## src/rtl/riscv_pkg.sv

```systemverilog
// rtl/riscv_pkg.sv - shared RV32I decode constants, ID/EX record and ALU-op helper
package riscv_pkg;

    localparam int XLEN  = 32;
    localparam int NREGS = 32;

    // Major opcodes (inst[6:0])
    localparam logic [6:0] OP_LUI    = 7'b0110111;
    localparam logic [6:0] OP_AUIPC  = 7'b0010111;
    localparam logic [6:0] OP_JAL    = 7'b1101111;
    localparam logic [6:0] OP_JALR   = 7'b1100111;
    localparam logic [6:0] OP_BRANCH = 7'b1100011;
    localparam logic [6:0] OP_LOAD   = 7'b0000011;
    localparam logic [6:0] OP_STORE  = 7'b0100011;
    localparam logic [6:0] OP_IMM    = 7'b0010011;
    localparam logic [6:0] OP_OP     = 7'b0110011;

    // ALU operation codes
    localparam logic [3:0] ALU_ADD   = 4'd0;
    localparam logic [3:0] ALU_SUB   = 4'd1;
    localparam logic [3:0] ALU_AND   = 4'd2;
    localparam logic [3:0] ALU_OR    = 4'd3;
    localparam logic [3:0] ALU_XOR   = 4'd4;
    localparam logic [3:0] ALU_SLL   = 4'd5;
    localparam logic [3:0] ALU_SRL   = 4'd6;
    localparam logic [3:0] ALU_SRA   = 4'd7;
    localparam logic [3:0] ALU_SLT   = 4'd8;
    localparam logic [3:0] ALU_SLTU  = 4'd9;
    localparam logic [3:0] ALU_PASSB = 4'd10;

    // Writeback result source
    localparam logic [1:0] RES_ALU = 2'b00;
    localparam logic [1:0] RES_MEM = 2'b01;
    localparam logic [1:0] RES_PC4 = 2'b10;

    // funct3: branches
    localparam logic [2:0] F3_BEQ  = 3'b000;
    localparam logic [2:0] F3_BNE  = 3'b001;
    localparam logic [2:0] F3_BLT  = 3'b100;
    localparam logic [2:0] F3_BGE  = 3'b101;
    localparam logic [2:0] F3_BLTU = 3'b110;
    localparam logic [2:0] F3_BGEU = 3'b111;
    // funct3: loads / stores
    localparam logic [2:0] F3_B    = 3'b000;
    localparam logic [2:0] F3_H    = 3'b001;
    localparam logic [2:0] F3_W    = 3'b010;
    localparam logic [2:0] F3_BU   = 3'b100;
    localparam logic [2:0] F3_HU   = 3'b101;

    typedef struct packed {
        logic [XLEN-1:0] pc;
        logic [XLEN-1:0] rs1_data;
        logic [XLEN-1:0] rs2_data;
        logic [XLEN-1:0] imm;
        logic [4:0]      rs1;
        logic [4:0]      rs2;
        logic [4:0]      rd;
        logic [3:0]      alu_ctrl;
        logic            alu_src;
        logic [1:0]      result_src;
        logic            reg_write;
        logic            mem_read;
        logic            mem_write;
        logic            branch;
        logic            jump;
        logic            jalr;
        logic [2:0]      funct3;
        logic            illegal;
    } id_ex_t;

    // ALU op for OP / OP-IMM. inst[30] selects SUB only for register-register
    // adds (ADDI has no subtract form), but selects SRA for both SRA and SRAI.
    function automatic logic [3:0] alu_op_decode(input logic [2:0] f3,
                                                 input logic       bit30,
                                                 input logic       is_reg_op);
        logic [3:0] op;
        case (f3)
            3'b000:  op = (is_reg_op && bit30) ? ALU_SUB : ALU_ADD;
            3'b001:  op = ALU_SLL;
            3'b010:  op = ALU_SLT;
            3'b011:  op = ALU_SLTU;
            3'b100:  op = ALU_XOR;
            3'b101:  op = bit30 ? ALU_SRA : ALU_SRL;
            3'b110:  op = ALU_OR;
            default: op = ALU_AND;
        endcase
        return op;
    endfunction

endpackage

```

## src/rtl/reg_file.sv

```systemverilog
// rtl/reg_file.sv - 32x32 register file, 2 async reads, 1 write, x0 zero, write-through bypass
// Ports: clock/reset (async active-high), raddr1/raddr2 -> rdata1/rdata2,
//        we/waddr/wdata write port committed on the rising edge.
import riscv_pkg::*;

module reg_file #(
    parameter int XLEN  = riscv_pkg::XLEN,
    parameter int NREGS = riscv_pkg::NREGS
) (
    input  logic            clock,
    input  logic            reset,
    input  logic [4:0]      raddr1,
    input  logic [4:0]      raddr2,
    output logic [XLEN-1:0] rdata1,
    output logic [XLEN-1:0] rdata2,
    input  logic            we,
    input  logic [4:0]      waddr,
    input  logic [XLEN-1:0] wdata
);

    logic [XLEN-1:0] regs_q [NREGS];

    always_ff @(posedge clock or posedge reset) begin
        if (reset) begin
            for (int i = 0; i < NREGS; i++) begin
                regs_q[i] <= '0;
            end
        end else if (we && (waddr != 5'd0)) begin
            regs_q[waddr] <= wdata;
        end
    end

    // Bypass lets an instruction in decode see the value being written back
    // this same cycle, so WB->ID needs no extra forwarding path.
    always_comb begin
        rdata1 = regs_q[raddr1];
        rdata2 = regs_q[raddr2];
        if (we && (waddr != 5'd0) && (waddr == raddr1)) rdata1 = wdata;
        if (we && (waddr != 5'd0) && (waddr == raddr2)) rdata2 = wdata;
        if (raddr1 == 5'd0) rdata1 = '0;
        if (raddr2 == 5'd0) rdata2 = '0;
    end

endmodule

```

## src/rtl/decode_stage.sv

```systemverilog
// rtl/decode_stage.sv - RV32I decode stage: decode, regfile read, immediates, load-use hazard, ID/EX register
// Ports: clock/reset (async active-high); instruction_D/PC_D from IF/ID;
//        flush_E bubble request; reg_write_W/rd_W/result_W writeback;
//        load_use_stall (combinational) to fetch; *_E registered ID/EX outputs.
import riscv_pkg::*;

module decode_stage #(
    parameter int XLEN  = riscv_pkg::XLEN,
    parameter int NREGS = riscv_pkg::NREGS
) (
    input  logic            clock,
    input  logic            reset,
    input  logic [31:0]     instruction_D,
    input  logic [XLEN-1:0] PC_D,
    input  logic            flush_E,
    input  logic            reg_write_W,
    input  logic [4:0]      rd_W,
    input  logic [XLEN-1:0] result_W,
    output logic            load_use_stall,
    output logic [XLEN-1:0] PC_E,
    output logic [XLEN-1:0] rs1_data_E,
    output logic [XLEN-1:0] rs2_data_E,
    output logic [XLEN-1:0] imm_E,
    output logic [4:0]      rs1_E,
    output logic [4:0]      rs2_E,
    output logic [4:0]      rd_E,
    output logic [3:0]      alu_ctrl_E,
    output logic            alu_src_E,
    output logic [1:0]      result_src_E,
    output logic            reg_write_E,
    output logic            mem_read_E,
    output logic            mem_write_E,
    output logic            branch_E,
    output logic            jump_E,
    output logic            jalr_E,
    output logic [2:0]      funct3_E,
    output logic            illegal_E
);

    logic [6:0]      opcode;
    logic [2:0]      f3;
    logic            uses_rs1;
    logic            uses_rs2;
    logic [4:0]      rs1_idx;
    logic [4:0]      rs2_idx;
    logic [XLEN-1:0] rs1_rdata;
    logic [XLEN-1:0] rs2_rdata;
    logic [XLEN-1:0] imm_i, imm_s, imm_b, imm_u, imm_j;
    id_ex_t          dec;
    id_ex_t          id_ex_d;
    id_ex_t          id_ex_q;

    assign opcode = instruction_D[6:0];
    assign f3     = instruction_D[14:12];

    assign imm_i = {{20{instruction_D[31]}}, instruction_D[31:20]};
    assign imm_s = {{20{instruction_D[31]}}, instruction_D[31:25], instruction_D[11:7]};
    assign imm_b = {{20{instruction_D[31]}}, instruction_D[7], instruction_D[30:25],
                    instruction_D[11:8], 1'b0};
    assign imm_u = {instruction_D[31:12], 12'b0};
    assign imm_j = {{12{instruction_D[31]}}, instruction_D[19:12], instruction_D[20],
                    instruction_D[30:21], 1'b0};

    assign uses_rs1 = !((opcode == OP_LUI) || (opcode == OP_AUIPC) || (opcode == OP_JAL));
    assign uses_rs2 = (opcode == OP_BRANCH) || (opcode == OP_STORE) || (opcode == OP_OP);

    // Unused source fields are steered to x0 so they read zero and never
    // trigger forwarding in EX.
    assign rs1_idx = uses_rs1 ? instruction_D[19:15] : 5'd0;
    assign rs2_idx = uses_rs2 ? instruction_D[24:20] : 5'd0;

    reg_file #(.XLEN(XLEN), .NREGS(NREGS)) u_reg_file (
        .clock  (clock),
        .reset  (reset),
        .raddr1 (rs1_idx),
        .raddr2 (rs2_idx),
        .rdata1 (rs1_rdata),
        .rdata2 (rs2_rdata),
        .we     (reg_write_W),
        .waddr  (rd_W),
        .wdata  (result_W)
    );

    assign load_use_stall = id_ex_q.mem_read && (id_ex_q.rd != 5'd0) &&
                            (((id_ex_q.rd == instruction_D[19:15]) && uses_rs1) ||
                             ((id_ex_q.rd == instruction_D[24:20]) && uses_rs2));

    always_comb begin
        dec          = '0;
        dec.pc       = PC_D;
        dec.rs1      = rs1_idx;
        dec.rs2      = rs2_idx;
        dec.rd       = instruction_D[11:7];
        dec.rs1_data = rs1_rdata;
        dec.rs2_data = rs2_rdata;
        dec.funct3   = f3;
        dec.alu_ctrl = ALU_ADD;
        case (opcode)
            OP_LUI: begin
                dec.imm = imm_u; dec.alu_src = 1'b1; dec.reg_write = 1'b1;
                dec.alu_ctrl = ALU_PASSB;
            end
            OP_AUIPC: begin
                dec.imm = imm_u; dec.alu_src = 1'b1; dec.reg_write = 1'b1;
            end
            OP_JAL: begin
                dec.imm = imm_j; dec.reg_write = 1'b1; dec.jump = 1'b1;
                dec.result_src = RES_PC4;
            end
            OP_JALR: begin
                dec.imm = imm_i; dec.alu_src = 1'b1; dec.reg_write = 1'b1;
                dec.jump = 1'b1; dec.jalr = 1'b1; dec.result_src = RES_PC4;
            end
            OP_BRANCH: begin
                dec.imm = imm_b; dec.branch = 1'b1;
            end
            OP_LOAD: begin
                dec.imm = imm_i; dec.alu_src = 1'b1; dec.reg_write = 1'b1;
                dec.mem_read = 1'b1; dec.result_src = RES_MEM;
            end
            OP_STORE: begin
                dec.imm = imm_s; dec.alu_src = 1'b1; dec.mem_write = 1'b1;
            end
            OP_IMM: begin
                dec.imm = imm_i; dec.alu_src = 1'b1; dec.reg_write = 1'b1;
                dec.alu_ctrl = alu_op_decode(f3, instruction_D[30], 1'b0);
            end
            OP_OP: begin
                dec.reg_write = 1'b1;
                dec.alu_ctrl = alu_op_decode(f3, instruction_D[30], 1'b1);
            end
            default: dec.illegal = 1'b1;
        endcase

        // All-zero is the IF/ID reset fill, not a real illegal instruction.
        if (flush_E || load_use_stall || (instruction_D == 32'h0)) begin
            id_ex_d = '0;
        end else begin
            id_ex_d = dec;
        end
    end

    always_ff @(posedge clock or posedge reset) begin
        if (reset) begin
            id_ex_q <= '0;
        end else begin
            id_ex_q <= id_ex_d;
        end
    end

    assign PC_E         = id_ex_q.pc;
    assign rs1_data_E   = id_ex_q.rs1_data;
    assign rs2_data_E   = id_ex_q.rs2_data;
    assign imm_E        = id_ex_q.imm;
    assign rs1_E        = id_ex_q.rs1;
    assign rs2_E        = id_ex_q.rs2;
    assign rd_E         = id_ex_q.rd;
    assign alu_ctrl_E   = id_ex_q.alu_ctrl;
    assign alu_src_E    = id_ex_q.alu_src;
    assign result_src_E = id_ex_q.result_src;
    assign reg_write_E  = id_ex_q.reg_write;
    assign mem_read_E   = id_ex_q.mem_read;
    assign mem_write_E  = id_ex_q.mem_write;
    assign branch_E     = id_ex_q.branch;
    assign jump_E       = id_ex_q.jump;
    assign jalr_E       = id_ex_q.jalr;
    assign funct3_E     = id_ex_q.funct3;
    assign illegal_E    = id_ex_q.illegal;

endmodule

```

## config.mk

```make
export PLATFORM = sky130hd
export DESIGN_NAME = decode_stage
export DESIGN_NICKNAME = d
export VERILOG_FILES = /design/src/rtl/riscv_pkg.sv /design/src/rtl/reg_file.sv /design/src/rtl/decode_stage.sv
export SDC_FILE = /design/constraint.sdc
export NUM_CORES = 2
export LEC_CHECK = 0
export ABC_CLOCK_PERIOD_IN_PS = 61800
export BUFFER_PORTS_ARGS = -buffer_cell sky130_fd_sc_hd__buf_2
export CORE_AREA = 10 10 327 455
export CTS_BUF_LIST = sky130_fd_sc_hd__clkbuf_16
export DETAILED_ROUTE_END_ITERATION = 6
export DIE_AREA = 0 0 337 465
export GPL_TIMING_DRIVEN = 0
export SETUP_SLACK_MARGIN = 0.3
export SKIP_LAST_GASP = 1
export SYNTH_ARGS = -nofsm -noshare
export SYNTH_HDL_FRONTEND = slang
export SYNTH_SLANG_ARGS = --single-unit
export TNS_END_PERCENT = 1
```

## constraint.sdc

```tcl
create_clock -name clock -period 61.8 [get_ports clock]
set_input_delay 12.36 -clock clock [delete_from_list [all_inputs] [get_ports clock]]
set_output_delay 12.36 -clock clock [all_outputs]
set_load 0.05 [all_outputs]
```

# Word-level counts from Yosys, hierarchy flattened
# Index checks and enable logic that the tools add are counted.
[totals] regBits=1184 inputBits=105 output_inout_bits=161 word_cells=135
[op_classes] magnitude_cmp=4 n_eq_ne=19 n_mux=31 bitwise=3 n_reduce_logical=28
[op_table] operator="1024-bit bitwise mux" count=1
[op_table] operator="32-bit binary-select mux with 5-bit select" count=2
[op_table] operator="32-bit 2-to-1 mux" count=9
[op_table] operator="32-bit demux with 5-bit select" count=1
[op_table] operator="160-bit 2-to-1 mux" count=1
[op_table] operator="32-bit one-hot mux with 5 select lines" count=1
[op_table] operator="4-bit one-hot mux with 7 select lines" count=2
[op_table] operator="32-bit zero test" count=1
[op_table] operator="7-bit by 6-bit equality test with 1-bit output, second input constant" count=3
[op_table] operator="7-bit equality test, second input constant" count=3
[op_table] operator="5-bit equality test" count=4
[op_table] operator="6-bit >= comparator, second input constant" count=3
[op_table] operator="5-bit NOT with 6-bit output" count=3
[op_table] operator="7-bit by 5-bit equality test with 1-bit output, second input constant" count=2
[op_table] operator="4-bit one-hot mux with 3 select lines" count=1
[op_table] operator="5-bit zero test" count=2
[op_table] operator="1-bit 2-to-1 mux" count=10
[op_table] operator="5-bit 2-to-1 mux" count=2
[op_table] operator="5-bit nonzero test" count=2
[op_table] operator="3-bit equality test, second input constant" count=3
[op_table] operator="9-bit OR reduction" count=1
[op_table] operator="1-bit logical AND" count=8
[op_table] operator="7-bit by 2-bit equality test with 1-bit output, second input constant" count=1
[op_table] operator="1-bit logical OR" count=7
[op_table] operator="10 further kinds" count=12

# Longest topological paths before layout
[depth] depth_word=11 depth_mapped=12 mapped_depth_nobuf=7

# Cells and area by module
# Synthesis repeated with hierarchy kept, for this count alone.
[unflattened] cells_unflattened=4555 hier_area_um2=61492.7
[by_module_without_submodules] module="reg_file" n_inst=1 cells_per_inst=4078 area_per_inst_um2=55682.2 seq_area_each_um2=25624.6
[by_module_without_submodules] module="decode_stage" n_inst=1 cells_per_inst=477 area_per_inst_um2=5810.6 seq_area_each_um2=3953.8

# Worst setup path after synthesis
# No wires, ideal clock.
[synth_timing] kind="in2out" from="input instruction_D[6]" to="output load_use_stall" t_arrival_ns=14.128 path_slack_ns=35.312 cell_stages=6 path_buffers=2 cell_sequence="buf_4 a21bo_2 buf_2 nor2_2 nand4_1 a21oi_1"
[synth_via] elab_chain_cells=7 elab_cells_between_ends=15
[synth_rtl] item="start: declaration" line_no="decode_stage.sv:13" text="input logic [31:0] instruction_D,"
[synth_rtl] item="7-bit by 6-bit equality test with 1-bit output or 7-bit by 5-bit equality test with 1-bit output (tied branches)" line_no="decode_stage.sv:64" text="assign uses_rs1 = !((opcode == OP_LUI) || (opcode == OP_AUIPC) || (opcode == OP_JAL));"
[synth_rtl] item="1-bit logical OR (2 in a row)" line_no="decode_stage.sv:64"
[synth_rtl] item="1-bit zero test" line_no="decode_stage.sv:64"
[synth_rtl] item="1-bit logical AND" line_no="decode_stage.sv:85" text="(((id_ex_q.rd == instruction_D[19:15]) && uses_rs1) ||"
[synth_rtl] item="1-bit logical OR *" line_no="decode_stage.sv:85"
[synth_rtl] item="1-bit logical AND *" line_no="decode_stage.sv:84" text="assign load_use_stall = id_ex_q.mem_read && (id_ex_q.rd != 5'd0) &&"
[synth_rtl] item="end: declaration" line_no="decode_stage.sv:19" text="output logic load_use_stall,"
# Mark *: on every way between the ends. The rest lies on a longest branch, timed or not.

# Worst setup path in the final report
# Same ends and word-level chain as after synthesis.

==> out/qor.csv <==
metric,value,unit
status,"finished, violations left",
failing checks,"max-capacitance violations, max-slew violations",
"Primary FF master, synth",dfrtp_1,
Pleak,0.0310,uW
max-slew violation count,75,
Setup CP Type,primary input to primary output,
DIE AREA,0.157,sq mm
cell count after placement,7623,
Worst Path Required,49.44,ns
switching share of power,31.0,%
Final Hold Fails,0,
H-tree depth,3,
Clock Pin Slew Worst Setup and Hold Paths,0.07,ns
Clk pwr share,35.3,%
"area leader, netlist",dfrtp_1,
largest net degree at the start of global routing,129,
CTS Hold Bufs,0,
max_slew headroom,-8.58,%
setup violators final,0,
Ys Warns,0,
critical path data arrival time,14.81,ns
fmax,36.8,MHz
fill count,12782,
gr ovfl total,0,
vias in the first global route,52564,
top post-synthesis cells by area,"dfrtp_1 47%, mux2_2 19%, mux2i_1 7.0%",
initial antenna violation count,35,
global-route usage over all layers,39.7,%
"FFs w/ async S/R, synth",100,%
post-route insts no fill,7871,
total negative slack,0,ns
hold crit path type,flop to flop,
core region area,0.140,sq mm
via count,53511,
Max Fanout on Critical Path,10,
VDD IR max,0.0245,mV
Area Growth Syn to Fin,12.9,%
Vias/cell,6.80,
Netlist Area Pre-Place,0.0628,sq mm
Rows,163,
DRT antenna net count,0,
fin crit share,44.0,%
Clock Tree Root,clkbuf_16,
Layout Nets,6038,
RSZ-0062 raised after global routing,false,
ratio of cells with drive above 1 in the final layout,29.6,%
PortBufs,255,
PwrDens,31.2,mW/mm^2
global-route wire length before repair,432000,um
share of power burned in registers,45.8,%
"wirelength, routed",319000,um
drt drc,0,
internal power,1530,uW
total CTS buffers,118,
Post-synth EDFFs,0,
CP Launch Type,primary input,
DRT Pass-1 Iters,6,
clk buf depth,3,
Die H,465,um
"Seq/Total Area, Yosys",47.1,%
Post-CTS Setup Inserts,0,
"FF+latch count, synth",1182,
Chip Width,337,um
slew at the pin closest to its max-slew limit,1.63,ns
syn avg cell area,11.3,sq um
DR WL/cell,40.6,um
Detailed Place HPWL,244000,um
Starting Density,44.7,%
CTS tree,done,
Mapped Nets,5645,
overall power,2210,uW
Comb pwr share,18.9,%
max-cap viol count,9,
share of the synthesized area in the top cell type,47.1,%
critical path endpoint category,primary output,
clk_skew,0.0262,ns
Switch Pwr,685,uW
CTS resizes,0,
most instantiated cells after synthesis,"1182 x dfrtp_1, 1040 x mux2_2, 439 x mux2i_1",
fin crit period,27.17,ns
GPL Wtd Cong,1.07,
# clock sinks,1182,
cells after synthesis,5540,
Clock Latency Late Sink,0.81,ns
Synth cell types,83,
most common cell in the netlist,dfrtp_1,
DRT iter0 DRCs,7419,
# IOs,266,
==> worst paths after layout <==
kind                       cells past startpoint  slack (ns)                 endpoint                    start
max                                            8       34.63           load_use_stall         instruction_D[6]
min reg2reg                                    1        0.48  u_reg_file.regs_q[1014]  u_reg_file.regs_q[1014]
max reg2reg                                    7       58.09            rs1_data_E[3]                  rd_E[2]
min                                            1        0.48  u_reg_file.regs_q[1014]  u_reg_file.regs_q[1014]
max in group asynchronous                      4       48.14   u_reg_file.regs_q[262]                    reset
min in group asynchronous                      2       11.74   u_reg_file.regs_q[825]                    reset
==> layout by cell type (no fill, tap or decap), drive strengths merged, types with 127 or more instances in the layout <==
master and n:
a211oi 216, a21oi 191, a221oi 132, buf 540, clkbuf 461, dfrtp 1182
mux2 1048, mux2i 439, nand2 422, nand3 127, nor2 206, o21ai 151
==> registers in the layout, summed over array words and instances, names as in the netlist, 3 cells and up <==
signal / cells
rd_E: 5
rs2_E: 5
rs1_data_E: 32
funct3_E: 3
u_reg_file.regs_q: 1024
imm_E: 32
alu_ctrl_E: 4
rs1_E: 5
rs2_data_E: 32
PC_E: 32
==> metrics by stage <==
step,hold WS [ns],cell area [sq um],worst slack [ns],utilization [%]
2_1_floorplan,0.445,62800,16.14,-
3_3_place_gp,0.459,66300,2.25,47.3
3_5_place_dp,0.469,66700,34.75,47.5
4_1_cts,0.484,70700,34.75,50.4
5_1_grt,0.496,70800,34.71,50.5
6_report,0.483,70900,34.63,50.5
==> per-layer routing <==
metal | vias to the layer above | GRT usage [%] | routed length (um)
met5 | - | 0 | 66
met4 | 10 | 31.0 | 29700
met3 | 1197 | 12.4 | 35600
met2 | 3731 | 59.1 | 138000
met1 | 27111 | 47.3 | 116000
li1 | 21462 | - | -
==> power by group through the flow <==
| stage | clock [uW] | sequential (uW) | combinational [uW] |
|---|---|---|---|
| 2_1_floorplan | 0 | 1000 | 278 |
| 3_3_place_gp | 0 | 1020 | 395 |
| 3_5_place_dp | 0 | 1020 | 406 |
| 4_1_cts | 782 | 1010 | 408 |
| 5_1_grt | 811 | 1030 | 442 |
| 6_report | 781 | 1010 | 419 |
==> cell families after synthesis <==
kind of cell / after synthesis / share of synthesized area [%]
simple gates: 1001 / 7.25
buf+inv: 651 / 4.45
flops: 1182 / 47.1
compound gates: 1144 / 13.0
mux: 1548 / 28.0
xor+xnor: 14 / 0.195
==> critical path, cell delays in order <==
cell     delay [ns]
buf_2          0.11
buf_4          0.17
a21bo_2        0.21
buf_2          0.21
nor2_2         0.68
nand4_1        0.18
a21oi_1        0.46
buf_2          0.40
==> area by class of cell <==
type | instances | area, sq um | area share (%)
timing repair buffer | 273 | 1690 | 2.38
inverter | 41 | 161 | 0.228
buffer | 610 | 2650 | 3.75
clock buffer | 118 | 2950 | 4.17
sequential | 1182 | 29600 | 41.7
multi-input combinational | 3707 | 30400 | 42.9
antenna | 22 | 55.1 | 0.0777
clock inverter | 103 | 1080 | 1.52
tap | 1815 | 2270 | 3.20
No activity file was read; power rests on OpenSTA's default activity.
